--- config.mk ---
export PLATFORM = sky130hd
export DESIGN_NAME = fault_campaign_ctrl
export DESIGN_NICKNAME = d
export VERILOG_FILES = /design/src/rtl/fault_campaign_ctrl.sv
export SDC_FILE = /design/constraint.sdc
export NUM_CORES = 1
export LEC_CHECK = 0
export BUFFER_PORTS_ARGS = -buffer_cell sky130_fd_sc_hd__buf_2
export CAP_MARGIN = 20
export CORE_MARGIN = 3
export CORE_UTILIZATION = 63
export DETAILED_ROUTE_END_ITERATION = 6
export HOLD_SLACK_MARGIN = 0.03
export PLACE_DENSITY = 0.85
export RECOVER_POWER = 50
export SLEW_MARGIN = 20
export SYNTH_ARGS = -nofsm -noshare
export SYNTH_HDL_FRONTEND = slang
export SYNTH_SLANG_ARGS = --single-unit
--- constraint.sdc ---
create_clock -name clk -period 5.1 [get_ports clk]
set_input_delay 1.02 -clock clk [delete_from_list [all_inputs] [get_ports clk]]
set_output_delay 1.02 -clock clk [all_outputs]
set_load 0.01 [all_outputs]
--- src/rtl/fault_campaign_ctrl.sv ---
// Fault-campaign controller: runs back-to-back experiments, injects one
// random fault per run, classifies the outcome and resets the target DUT.
module fault_campaign_ctrl #(
  parameter int          WIDTH      = 32,
  parameter int          NCH        = 7,
  parameter int          DELAY_W    = 12,
  parameter int          TIMEOUT    = 102400,
  parameter int          NEXP       = 10,
  parameter int          RST_CYCLES = 3,
  parameter logic [31:0] SEED       = 32'h1
) (
  input  logic                     clk,
  input  logic                     rst,
  input  logic                     start,
  input  logic [8:0]               cfg_prob,
  input  logic [1:0]               cfg_mode,
  input  logic                     trigger,
  input  logic                     done,
  output logic                     dut_rst,
  output logic                     inj_valid,
  output logic [$clog2(NCH)-1:0]   inj_chan,
  output logic [WIDTH-1:0]         inj_mask,
  output logic [1:0]               inj_mode,
  output logic                     result_valid,
  output logic [1:0]               result_code,
  output logic [15:0]              exp_count,
  output logic                     busy,
  output logic                     campaign_done
);

  localparam int CW = $clog2(NCH);
  localparam int BW = $clog2(WIDTH);
  localparam int TW = $clog2(TIMEOUT + 1);
  localparam int RW = $clog2(RST_CYCLES + 1);

  localparam logic [31:0]   TAPS     = 32'h8020_0003;
  localparam logic [31:0]   SEED_I   = (SEED == 32'h0) ? 32'h1 : SEED;
  localparam logic [CW:0]   NCH_X    = (CW+1)'(NCH);
  localparam logic [CW-1:0] NCH_C    = CW'(NCH);
  localparam logic [TW-1:0] TMO_LAST = TW'(TIMEOUT - 1);
  localparam logic [RW-1:0] RST_LAST = RW'(RST_CYCLES - 1);
  localparam logic [15:0]   NEXP_C   = 16'(NEXP);

  typedef enum logic [2:0] {
    S_IDLE,
    S_ARMED,
    S_DELAY,
    S_INJECT,
    S_RUN,
    S_DUTRST,
    S_FINISH
  } state_t;

  state_t              r_state;
  logic [31:0]         r_lfsr;
  logic [DELAY_W-1:0]  r_dly;
  logic [DELAY_W-1:0]  r_dcnt;
  logic [BW-1:0]       r_bit;
  logic [CW-1:0]       r_chan;
  logic                r_inj_en;
  logic                r_injected;
  logic                r_trig_ok;
  logic [TW-1:0]       r_tmo;
  logic [RW-1:0]       r_rcnt;

  logic [31:0]         w_lfsr_nxt;
  logic [7:0]          w_p;
  logic [DELAY_W-1:0]  w_dly;
  logic [BW-1:0]       w_bit;
  logic [CW-1:0]       w_raw;
  logic [CW-1:0]       w_chan;
  logic [WIDTH-1:0]    w_mask;
  logic                w_grp;
  logic                w_tmo;
  logic                w_end;
  logic                w_dexit;
  logic [1:0]          w_code;

  assign w_lfsr_nxt = {1'b0, r_lfsr[31:1]} ^ (r_lfsr[0] ? TAPS : 32'h0);

  assign w_p    = r_lfsr[7:0];
  assign w_dly  = r_lfsr[8 +: DELAY_W];
  assign w_bit  = r_lfsr[24 +: BW];
  assign w_raw  = r_lfsr[31 -: CW];
  assign w_chan = ({1'b0, w_raw} < NCH_X) ? w_raw : (w_raw - NCH_C);

  assign w_mask = (inj_mode == 2'b11) ? '1 : (WIDTH'(1) << r_bit);

  assign w_grp   = (r_state == S_DELAY) || (r_state == S_INJECT) ||
                   (r_state == S_RUN);
  assign w_tmo   = (r_tmo == TMO_LAST);
  assign w_end   = w_grp && (done || w_tmo);
  // A zero delay still spends one cycle in DELAY.
  assign w_dexit = (r_dly == '0) || (r_dcnt == r_dly - DELAY_W'(1));
  assign w_code  = done ? {1'b0, r_injected} : 2'b10;

  always_ff @(posedge clk) begin
    if (rst) begin
      r_state       <= S_IDLE;
      r_lfsr        <= SEED_I;
      r_dly         <= '0;
      r_dcnt        <= '0;
      r_bit         <= '0;
      r_chan        <= '0;
      r_inj_en      <= 1'b0;
      r_injected    <= 1'b0;
      r_trig_ok     <= 1'b0;
      r_tmo         <= '0;
      r_rcnt        <= '0;
      dut_rst       <= 1'b1;
      inj_valid     <= 1'b0;
      inj_chan      <= '0;
      inj_mask      <= '0;
      inj_mode      <= 2'b00;
      result_valid  <= 1'b0;
      result_code   <= 2'b00;
      exp_count     <= '0;
      busy          <= 1'b0;
      campaign_done <= 1'b0;
    end else begin
      r_lfsr       <= w_lfsr_nxt;
      inj_valid    <= 1'b0;
      result_valid <= 1'b0;
      if (w_grp) r_tmo <= r_tmo + TW'(1);

      unique case (r_state)
        S_IDLE, S_FINISH: begin
          if (start) begin
            r_state       <= S_ARMED;
            exp_count     <= '0;
            dut_rst       <= 1'b0;
            busy          <= 1'b1;
            campaign_done <= 1'b0;
            r_trig_ok     <= 1'b1;
          end
        end
        S_ARMED: begin
          if (trigger && r_trig_ok) begin
            r_state    <= S_DELAY;
            r_dly      <= w_dly;
            r_dcnt     <= '0;
            r_bit      <= w_bit;
            r_chan     <= w_chan;
            r_inj_en   <= ({1'b0, w_p} < cfg_prob);
            r_injected <= 1'b0;
            r_tmo      <= '0;
            inj_mode   <= cfg_mode;
          end else if (!trigger) begin
            r_trig_ok <= 1'b1;
          end
        end
        S_DELAY: begin
          if (!w_end) begin
            if (w_dexit) begin
              if (r_inj_en) begin
                r_state    <= S_INJECT;
                inj_valid  <= 1'b1;
                inj_chan   <= r_chan;
                inj_mask   <= w_mask;
                r_injected <= 1'b1;
              end else begin
                r_state <= S_RUN;
              end
            end else begin
              r_dcnt <= r_dcnt + DELAY_W'(1);
            end
          end
        end
        S_INJECT: begin
          if (!w_end) r_state <= S_RUN;
        end
        S_RUN: begin
        end
        S_DUTRST: begin
          if (!trigger) r_trig_ok <= 1'b1;
          if (r_rcnt == RST_LAST) begin
            if (exp_count == NEXP_C) begin
              r_state       <= S_FINISH;
              campaign_done <= 1'b1;
              busy          <= 1'b0;
            end else begin
              r_state <= S_ARMED;
              dut_rst <= 1'b0;
            end
          end else begin
            r_rcnt <= r_rcnt + RW'(1);
          end
        end
        default: r_state <= S_IDLE;
      endcase

      // Leaving the DELAY/INJECT/RUN group: report and reset the DUT.
      if (w_end) begin
        r_state      <= S_DUTRST;
        result_valid <= 1'b1;
        result_code  <= w_code;
        exp_count    <= exp_count + 16'd1;
        dut_rst      <= 1'b1;
        r_rcnt       <= '0;
        r_trig_ok    <= 1'b0;
      end
    end
  end

endmodule

; ---- Word-level counts from Yosys, hierarchy flattened
; Cells that the tools add are included.
[op_classes]
addsub = 6
bitwise_logic = 6
n_reduce_logical = 27
magnitude_cmp = 2
shift = 1
muxes = 43
n_eq_ne = 26
[ops]
columns = operator, n
row1 = 2-to-1 mux 32 bit, 2
row2 = 2-to-1 mux 17 bit, 3
row3 = 2-to-1 mux 16 bit, 3
row4 = 2-to-1 mux 12 bit, 3
row5 = left shift 1 x 5 -> 32 bit (first input constant), 1
row6 = XOR 31 x 32 -> 32 bit, 1
row7 = 2-to-1 mux 3 bit, 8
row8 = one-hot mux 12 bit (2 select lines), 1
row9 = != test 2 bit (second input constant), 11
row10 = one-hot mux 3 bit (6 select lines), 1
row11 = adder 17 x 1 -> 17 bit (second input constant), 1
row12 = == test 17 bit (second input constant), 1
row13 = adder 16 x 1 -> 16 bit (second input constant), 1
row14 = == test 16 x 4 -> 1 bit (second input constant), 1
row15 = 2-to-1 mux 1 bit, 16
row16 = AND reduction 4 bit, 4
row17 = AND reduction 5 bit, 3
row18 = adder 12 x 1 -> 12 bit (second input constant), 1
row19 = == test 12 bit, 1
row20 = zero test 12 bit, 1
row21 = != test 3 bit (second input constant), 4
row22 = subtractor 12 x 1 -> 12 bit (second input constant), 1
row23 = == test 3 bit (second input constant), 3
row24 = less-than comparator 8 x 9 -> 1 bit, 1
row25 = other kinds (19), 38
[totals]
reg_bits = 149
word_cells = 133

; ---- Logic depth before layout (Yosys ltp)
; Gate-level depths: netlist (run 1).
[logic_depth]
word_depth = 6
ltp_mapped = 11

; ---- Least setup slack after synthesis (run 1)
; No wires, ideal clock.
[synth_timing]
path_type = flip-flop to flip-flop
start = register r_dly[2]
end = register inj_mask[13]
path_stages_with_launch = 10
required_ps = 4943
arrival_ps = 2538
n_path_buf = 3
setup_ps = 157
synth_period_minus_slack_ps = 2695
slack_ps = 2405
path_cell_list = dfxtp_1 buf_2 or4_4 or3_4 a2111oi_4 and4_1 a31o_4 buf_6 buf_4 a311oi_2
[synth_between]
elab_chain_cells = 4
[synth_rtl]
columns = element, line_no
row1 = from (decl), 56  ; logic [DELAY_W-1:0] r_dly;
row2 = from (signal assigned), 140  ; r_dly <= w_dly;
row3 = subtractor 12 x 1 -> 12 bit, 94  ; assign w_dexit = (r_dly == '0) || (r_dcnt == r_dly - DELAY_W'(1));
row4 = == test 12 bit, 94
row5 = logical OR 1 bit *, 94
row6 = AND reduction 4 bit (no source line) *, --
row7 = to (signal assigned), 159  ; inj_mask <= w_mask;
row8 = to (decl), 22  ; output logic [WIDTH-1:0] inj_mask,
; Mark *: on every way between the ends. The rest lies on a longest branch, timed or not.
; A chain may end at the register's enable or synchronous reset.

; ---- Worst setup path after layout (run 1)
[layout_timing]
start = register r_dly[0]
end = register inj_mask[3]
; Same word-level chain as after synthesis.

==> results.toml, run 1 <==
[layout]
drive_gt1_share_pct = 11.64
area_growth_syn_to_layout_pct = 12.57
fin_area_mm2 = 0.007812
multi_input_comb_area_mm2 = 0.003655
num-nets-final = 880
area_of_all_sequential_standard_cells_mm2 = 0.002983
fillers = 751
antenna-diode-count = 0
most-common-layout-cells = "dfxtp_1 (149), nor2_1 (97), nand2_1 (80)"
final_common_cell = "dfxtp_1"

[sta]
final_hold_viol_count = 0
setup_ws_ns = 1.677
period_minus_slack_ns = 3.423
final_max_slew_violation_count = 0
holdWs_ns = 0.4373
max_freq_ghz = 0.2922
worst-slew-pin-transition_ns = 1.056
setup-violations-final = 0
rsz_0062_raised_after_global_routing = "no"
slew_headroom_pct = 29.61
finalCritPeriodShare_pct = 67.11
finalClockSkew_ns = 0.007299
fin_tns_setup_ns = 0

[setup_path]
top_family_by_delay_on_critical_path = "compound AO/OA/AOI/OAI gates"
critPathCapture = "inj_mask[3]"
end_kind = "flop"
worst-endpoint-required_ns = 5.54
r2r_slack_ns = 1.68
crit_start = "r_dly[0]"
critPathArrivalTime_ns = 3.86
setup.worst_path.class = "reg2reg"
critPathBufInv = 1
critical_path.cell_chain = "inv_1 -> ha_1 -> nor3b_1 -> a22o_1 -> o32a_1 -> o21ai_0 -> a31o_4 -> nor2_1 -> a311oi_2"
worstReg2RegStart = "r_dly[0]"
start_kind = "flop"
cpMaxStageDelayCell = "a31o_4"
crit_cells = 9
cpPeakStageDelay_ns = 0.83
worstPathMaxFanout = 68
worst_r2r_path_depth = 9
reg2reg_to = "inj_mask[3]"

[synthesis]
synth_async_sr_flop_share_pct = 0
synth_top_cell_by_area = "dfxtp_1"
ys_types = 57
yosys_register_bits = 149
synthesis.area_per_instance_um2 = 8.611
synthesized_nets = 837
synthCells = 806
synth.area.top_cells = "dfxtp_1 (43%), nor2_1 (5.3%), a21oi_1 (5.2%), nand2_1 (4.3%), nor2b_1 (3.7%)"
synthDominantCellAreaShare_pct = 42.98
synth-edff-count = 0
yosysWarnings = 0
dominantRegCellSynth = "dfxtp_1"
synthesis.area_mm2 = 0.006940
synth-seq-area-share_pct = 42.98

[grt]
antenna_violations_before_repair = 0
first_pass_grt_wire_length_um = 26680
grt_use_total_pct = 25.59
grt_most_used_layer = "met2"
gr-usage-met1_pct = 32.76
grt_overflow_total = 0
grt_pass1_vias = 5748
global_route.usage.met2_pct = 43.20
pin_count_of_the_biggest_net_entering_global_routing = 69
met3_usage_pct = 5.131

[place]
placed_area_mm2 = 0.007269
hpwl_um = 10180
gp_congestion = 0.8399
minimum_setup_slack_after_placement_ns = 1.651
port_buffers = 75

[clock_network]
clkSlewWorstSetupHoldPaths_ns = 0.06
cts_post_setup_buffers_inserted = 0
cts_tree = "yes"
clk_latency_ns = 0.53
cts.path.max_buffers = 2
cts_hold_bufs = 0
cts_resized = 0
cts_sinks = 149
cts.root.buffer_cell = "clkbuf_8"
cts-buffers-inserted = 17
h-tree-depth = 4

[floorplan]
die_area_mm2 = 0.01231
pin_count = 76
die_h_um = 111.0
core_outline_area_mm2 = 0.01051
row_count = 37
initial_utilization_pct = 66.04
chipWidth_um = 111.0

[power_and_ir_drop]
total_leakage_power_nw = 2.743
powerDensity_mw_per_mm2 = 332.7
power.ir.vdd_worst_uv = 244.4

[run]
cap_viol_max_count = 0

[routing]
via_count = 5948
drc = 0
mean_routed_wirelength_per_cell_um = 15.39
drt_pass1_iterations = 5
vias_per_cell = 5.978
detail_route.iter0.violations = 410
route.final.wire_length_um = 15310
drtAntennaViolNets = 0

[run_status]
status = "finished clean"

[hold_path]
hold_path.class = "reg2reg"
-- worst reg2reg max path: stages (launching register included) --
cell      delay, ns
dfxtp_1        0.46
inv_1          0.10
ha_1           0.27
nor3b_1        0.22
a22o_1         0.27
o32a_1         0.36
o21ai_0        0.34
a31o_4         0.83
nor2_1         0.19
a311oi_2       0.29
-- cell families (layout without fill, tap and decap cells) --
logic type	after synthesis	count (layout)	synth area share, %
compound gates	178	178	19.38
xor+xnor	36	36	4.543
fa+ha+maj	15	15	2.704
buf+inv	72	125	4.471
flops	149	149	42.98
mux	9	9	1.316
simple gates	347	347	24.61
-- metrics by stage --
step	utilization (%)	std cells	power (W)
after floorplan	-	806	0.001316
after CTS	74.88	995	0.002615
final	74.34	995	0.002599
after global routing	74.34	995	0.002682
after global placement	69.17	966	0.001346
after detailed placement	69.17	966	0.001353
-- cell type report --
class / instances / area share, %
clock buffer: 20 / 5.701
clock inverter: 9 / 1.970
inverter: 19 / 0.9129
multi-input combinational: 585 / 46.78
sequential: 149 / 38.18
tap: 136 / 2.178
timing repair buffer: 77 / 4.276
-- worst min-delay path by stage --
stage | cells after the start | to | from | slack (ns)
finish | 1 | r_lfsr[22] | r_lfsr[23] | 0.44
global route | 1 | r_lfsr[19] | r_lfsr[20] | 0.46
CTS | 1 | r_lfsr[22] | r_lfsr[23] | 0.44
detailed placement | 1 | r_lfsr[22] | r_lfsr[23] | 0.43
global placement | 1 | r_lfsr[20] | r_lfsr[21] | 0.42
floorplan | 1 | r_lfsr[19] | r_lfsr[20] | 0.41
-- synthesized netlist by cell type, types with 2 or more instances --
master    number
and2_1         6
buf_4          4
a311oi_2      17
nor4_1         6
nand2_1       80
nand2b_1       8
and3_1        13
nor3_1        11
a31oi_1        8
a21oi_1       72
mux2i_1        8
nand4_1       11
a41o_1         2
buf_2          2
buf_1          4
and4_1         4
nor4b_1        4
o211ai_1       2
nor2b_1       41
nor2_1        98
a21o_1         3
ha_1          15
or2_2          2
o21ai_0       28
a211oi_1       9
inv_1         19
xnor2_1       22
nand3_1       40
a211oi_2      15
clkbuf_1      40
o21a_1         3
a311oi_1       2
dfxtp_1      149
nand3b_1       7
a2111o_1       5
xor2_1        14
buf_6          3
or3_1         10
-- report_power, final --
group / leakage (nW) / internal (W) / total [W] / switching (W)
clock network: 0.289 / 0.000811 / 0.00127 / 0.000459
registers: 1.20 / 0.00118 / 0.00120 / 0.0000199
logic: 1.25 / 0.0000420 / 0.000128 / 0.0000858
-- metal layers --
| layer | share of wire (%) | routed length (um) |
|---|---|---|
| met1 | 43 | 6624 |
| met2 | 50 | 7586 |
| met3 | 5.5 | 848 |
| met4 | 1.7 | 253 |
| met5 | 0 | 0 |
-- registers in the layout, indices dropped and copies added (netlist names), 2 cells and up --
signal,cells
r_bit,5
result_code,2
exp_count,16
r_rcnt,2
r_chan,3
r_dly,12
r_dcnt,12
r_tmo,17
inj_chan,3
inj_mode,2
r_state,3
inj_mask,32
r_lfsr,32
Note: power is estimated with default switching activity, not from simulation.
==> inputs of run 2 (changes only) <==
CORE_UTILIZATION = 53   (was 63)
PLACE_DENSITY = 0.76   (was 0.85)
clock period = 2.8 ns   (was 5.1 ns; I/O delays follow)
==> run 2 against run 1 <==
Compared with the run above: count of clock-buffer cells in the layout fell by 1; final cell count rose by 7.6%; wire length up 3.3%; core utilization fell by 9.6 points; the run now ends with max-capacitance violations, max-slew violations left; non-clock buffer count up 37; critical endpoint is now inj_mask[19]; global-route usage is 3.3 points lower; clock power rose by 75%; highest routed layer unchanged; sequential share of layout area fell by 1.9 points; register-to-register slack worse by 1.6 ns.
==> results.toml, run 2 (synthesis gave the netlist of run 1 again) <==
[grt]
first_pass_grt_wire_length_um = 26560
grt_use_total_pct = 22.27
pin_count_of_the_biggest_net_entering_global_routing = 38
grt_pass1_vias = 5738
grt_overflow_total = 0
antenna_violations_before_repair = 0

[power_and_ir_drop]
power.total_w = 0.004661
powerDensity_mw_per_mm2 = 566.3
p_int_w = 0.003574
total_leakage_power_nw = 2.915
sequentialPowerShare_pct = 46.7
pwr-share-clk_pct = 47.6
power.ir.vdd_worst_uv = 424.3
p_sw_w = 0.001087
power.share.switching_pct = 23.32
power.share.combinational_pct = 5.7

[setup_path]
cpPeakStageDelay_ns = 0.53
cpMaxStageDelayCell = "or4_4"
critPathArrivalTime_ns = 2.99
critPathBufInv = 2
setup.worst_path.class = "reg2reg"
start_kind = "flop"
crit_start = "r_dly[1]"
worstReg2RegStart = "r_dly[1]"
worst-endpoint-required_ns = 3.05
top_family_by_delay_on_critical_path = "simple AND/OR/NAND/NOR gates"
worstPathMaxFanout = 8
end_kind = "flop"
critical_path.cell_chain = "or4_4 -> or3_4 -> a2111oi_4 -> and4_4 -> a31o_4 -> buf_12 -> clkbuf_16 -> a311oi_2"

[routing]
mean_routed_wirelength_per_cell_um = 14.78
detail_route.iter0.violations = 377
drtAntennaViolNets = 0
route.final.wire_length_um = 15830
drt_pass1_iterations = 5
via_count = 6022
vias_per_cell = 5.623
drc = 0

[clock_network]
cts_tree = "yes"
cts_sinks = 149
cts_hold_bufs = 0
cts-buffers-inserted = 17
clk_latency_ns = 0.43
cts.path.max_buffers = 2
clkSlewWorstSetupHoldPaths_ns = 0.06
cts.root.buffer_cell = "clkbuf_16"
h-tree-depth = 4

[sta]
setup-violations-final = 0
setup_ws_ns = 0.06160
finalClockSkew_ns = 0.007358
slew_headroom_pct = -3.740
fin_tns_setup_ns = 0
worst-slew-pin-transition_ns = 1.556
rsz_0062_raised_after_global_routing = "yes"
finalCritPeriodShare_pct = 97.80
period_minus_slack_ns = 2.738
final_max_slew_violation_count = 38
final_hold_viol_count = 0
max_freq_ghz = 0.3652

[layout]
antenna-diode-count = 0
num-nets-final = 917
final_common_cell = "dfxtp_1"
multi_input_comb_area_mm2 = 0.003672
final_util_pct = 64.69
most-common-layout-cells = "dfxtp_1 (146), nor2_1 (98), nand2_1 (80)"
area_growth_syn_to_layout_pct = 18.59
largestRegisters = "inj_mask: 32 flops, r_lfsr: 32 flops, r_tmo: 17 flops"
area_of_all_sequential_standard_cells_mm2 = 0.002987
fillers = 1139
drive_gt1_share_pct = 14.91

[floorplan]
core_outline_area_mm2 = 0.01272
chipWidth_um = 120.4
initial_utilization_pct = 54.55
row_count = 41
pin_count = 76
die_h_um = 120.4
die_area_mm2 = 0.01450

[place]
gp_congestion = 0.8669
minimum_setup_slack_after_placement_ns = -0.05389
hpwl_um = 10480
port_buffers = 75

[run]
cap_viol_max_count = 1

[run_status]
failed_checks = "max-capacitance violations, max-slew violations"
status = "complete, but fails checks"

[hold_path]
hold_path.class = "in2reg"
holdCritStartpoint = "cfg_mode[1]"
## run 2: worst min-delay path, stage by stage
cell and delay [ns]:
buf_2 0.09, nand2_1 0.04, a21oi_1 0.05
## run 2: what timing repair did
item	in CTS	in global routing
endpoints found under the setup margin	20	47
gates resized for setup	4	9
buffers inserted	2	4
pin swaps	2	7
gates cloned	1	3
## run 2: stage by stage
step | instances | hold WS (ns) | instance area (um^2)
2_1_floorplan | 806 | 0.4138 | 6940
3_3_place_gp | 1029 | 0.4323 | 7542
3_5_place_dp | 1029 | 0.4366 | 7542
4_1_cts | 1064 | 0.3591 | 8172
5_1_grt | 1071 | 0.3884 | 8230
6_report | 1071 | 0.3682 | 8230
## run 2: layout make-up
class	instances	area share (%)
clock buffer	19	5.382
sequential	149	36.29
multi-input combinational	585	44.62
timing repair buffer	114	8.620
inverter	19	0.8665
tap	172	2.615
clock inverter	13	1.611
## run 2: final timing paths
kind                        to  slack [ns]  cells after the start
hold / removal     inj_mode[1]        0.37                      3
setup / recovery  inj_mask[19]        0.06                      8
setup reg to reg  inj_mask[19]        0.06                      8
hold reg to reg     r_lfsr[20]        0.45                      1
## run 2: layer usage
metal,share of wire (%),vias up,track usage (%)
li1,-,3000,-
met1,46,2859,29.39
met2,48,139,35.56
met3,4.2,24,4.443
met4,1.7,0,9.632
met5,0,-,0
## run 2: power by group through the flow
stage	Combinational [W]	Sequential, W	Clock, W
6_report	0.000264	0.00218	0.00222
5_1_grt	0.000295	0.00218	0.00235
4_1_cts	0.000267	0.00218	0.00226
3_5_place_dp	0.000266	0.00222	0
3_3_place_gp	0.000262	0.00222	0
2_1_floorplan	0.000175	0.00222	0
==> inputs of run 3 (changes only) <==
==> constraint.sdc (replaced) <==
create_clock -name clk -period 2.8 [get_ports clk]
set_input_delay 0.28 -clock clk [delete_from_list [all_inputs] [get_ports clk]]
set_output_delay 0.28 -clock clk [all_outputs]
set_load 0.01 [all_outputs]
==> run 3 against run 2 <==
Compared with the run above: count of clock-buffer cells in the layout grew 5; non-clock buffer count shrank 11; core utilization shrank 0.81 points; largest power group unchanged; critical path depth stayed put; register-to-register slack barely moved; clock power grew 5%; wire length shrank 2.3%; clock skew down 0.0010 ns; global-route usage down 0.33 points; the flow now finishes without violations; final cell count shrank 1.0%; critical path type unchanged; largest cell class unchanged.
==> results.toml, run 3 (synthesis gave the netlist of run 1 again) <==
[grt]
met3_usage_pct = 5.753
grt_most_used_layer = "met2"
first_pass_grt_wire_length_um = 25970
grt_overflow_total = 0
pin_count_of_the_biggest_net_entering_global_routing = 62
global_route.usage.met2_pct = 35.14
antenna_violations_before_repair = 0
grt_use_total_pct = 21.95
grt_pass1_vias = 5508
gr-usage-met1_pct = 28.33

[layout]
finish.cell_count_without_fillers = 1060
largestRegisters = "inj_mask: 32 flops, r_lfsr: 32 flops, r_tmo: 17 flops"
final_common_cell = "dfxtp_1"
drive_gt1_share_pct = 13.06
antenna-diode-count = 0
most-common-layout-cells = "dfxtp_1 (149), nor2_1 (98), nand2_1 (80)"
num-nets-final = 906
fin_area_mm2 = 0.008128
area_growth_syn_to_layout_pct = 17.11

[setup_path]
start_kind = "flop"
critical_path.cell_chain = "or4_4 -> or3_4 -> a2111oi_4 -> and4_4 -> a31o_4 -> buf_6 -> buf_16 -> a311oi_2"
end_kind = "flop"
cpPeakStageDelay_ns = 0.56
critPathArrivalTime_ns = 2.98
worstReg2RegStart = "r_dly[0]"
r2r_slack_ns = 0.07
crit_start = "r_dly[0]"
worst-endpoint-required_ns = 3.04
crit_cells = 8
top_family_by_delay_on_critical_path = "simple AND/OR/NAND/NOR gates"
worstPathMaxFanout = 16
setup.worst_path.class = "reg2reg"
reg2reg_to = "inj_mask[23]"
cpMaxStageDelayCell = "or4_4"
critPathCapture = "inj_mask[23]"
critPathBufInv = 2
worst_r2r_path_depth = 8

[clock_network]
clkSlewWorstSetupHoldPaths_ns = 0.06
clk_latency_ns = 0.42
cts_tree = "yes"
h-tree-depth = 4
cts.path.max_buffers = 2
cts_sinks = 149
cts-buffers-inserted = 17
cts.root.buffer_cell = "clkbuf_16"

[power_and_ir_drop]
p_int_w = 0.003737
pwr-share-clk_pct = 48.9
sequentialPowerShare_pct = 45.6
p_sw_w = 0.001039
powerDensity_mw_per_mm2 = 587.6
power.ir.vdd_worst_uv = 416.0
power.share.combinational_pct = 5.5
total_leakage_power_nw = 2.850
power.share.switching_pct = 21.75

[hold_path]
hold_path.class = "in2reg"

[sta]
setup-violations-final = 0
finalCritPeriodShare_pct = 97.53
final_max_slew_violation_count = 0
max_freq_ghz = 0.3662
finalClockSkew_ns = 0.006354
final_hold_viol_count = 0
worst-slew-pin-transition_ns = 1.242
period_minus_slack_ns = 2.731
slew_headroom_pct = 17.22

[place]
placed_area_mm2 = 0.007510
place_inst = 1023
port_buffers = 75
gp_congestion = 0.8357
hpwl_um = 10460

[floorplan]
core_outline_area_mm2 = 0.01272
die_area_mm2 = 0.01450
die_h_um = 120.4
initial_utilization_pct = 54.55
pin_count = 76
row_count = 41
chipWidth_um = 120.4

[routing]
drc = 0
mean_routed_wirelength_per_cell_um = 14.59
route.final.wire_length_um = 15460
drtAntennaViolNets = 0
drt_pass1_iterations = 5
vias_per_cell = 5.568
via_count = 5902
detail_route.iter0.violations = 335

[run_status]
status = "finished clean"

[run]
cap_viol_max_count = 0
-- run 3: routing by layer --
metal / up-vias / wire length (um) / part of all wire (%)
met2: 140 / 7291 / 47
met1: 2756 / 7125 / 46
met5: - / 0 / 0
li1: 2975 / - / -
met3: 31 / 734 / 4.7
met4: 0 / 311 / 2.0
-- run 3: cell type report --
type | count | area [um^2]
clock buffers | 24 | 491.7
clock inverters | 8 | 121.4
fillers | 1126 | 4594
inverters | 19 | 71.32
multi-input cells | 585 | 3670
flip-flops and latches | 149 | 2983
well taps | 172 | 215.2
repair buffers | 103 | 575.6
-- run 3: power by group through the flow --
stage | Clock [W] | Sequential, W | Combinational [W]
6_report | 0.00234 | 0.00218 | 0.000262
2_1_floorplan | 0 | 0.00222 | 0.000175
3_5_place_dp | 0 | 0.00222 | 0.000263
5_1_grt | 0.00247 | 0.00218 | 0.000297
4_1_cts | 0.00237 | 0.00218 | 0.000265
3_3_place_gp | 0 | 0.00222 | 0.000259
-- run 3: worst min-delay path by stage --
stage,start,to,slack [ns],depth (start not counted)
detailed placement,r_lfsr[21],r_lfsr[20],0.43,1
CTS,done,result_code[1],0.08,2
finish,done,result_code[1],0.1,2
floorplan,done,result_code[1],0.38,1
global route,done,result_code[1],0.10,2
global placement,r_lfsr[23],r_lfsr[22],0.43,1
-- run 3: per-stage QoR --
stage                     util, %  setup TNS [ns]  setup WS (ns)  hold WS (ns)  power (W)
final                       63.89               0        0.06904       0.09570   0.004776
after global placement      59.03               0        0.03543        0.4282   0.002483
after floorplan                 -               0         0.1053        0.3757   0.002398
after CTS                   64.21               0       0.001170       0.08062   0.004816
after global routing        63.89        -0.02023      -0.004973        0.1004   0.004952
after detailed placement    59.03         -0.4711       -0.06712        0.4253   0.002487
-- run 3: what timing repair did --
item	4_1_cts	5_1_grt
endpoints found under the hold margin	0	0
gates cloned	1	0
setup endpoints to repair	19	49
gates resized for setup	3	7
hold buffers	0	0
pin swaps	1	4
buffers inserted	1	3
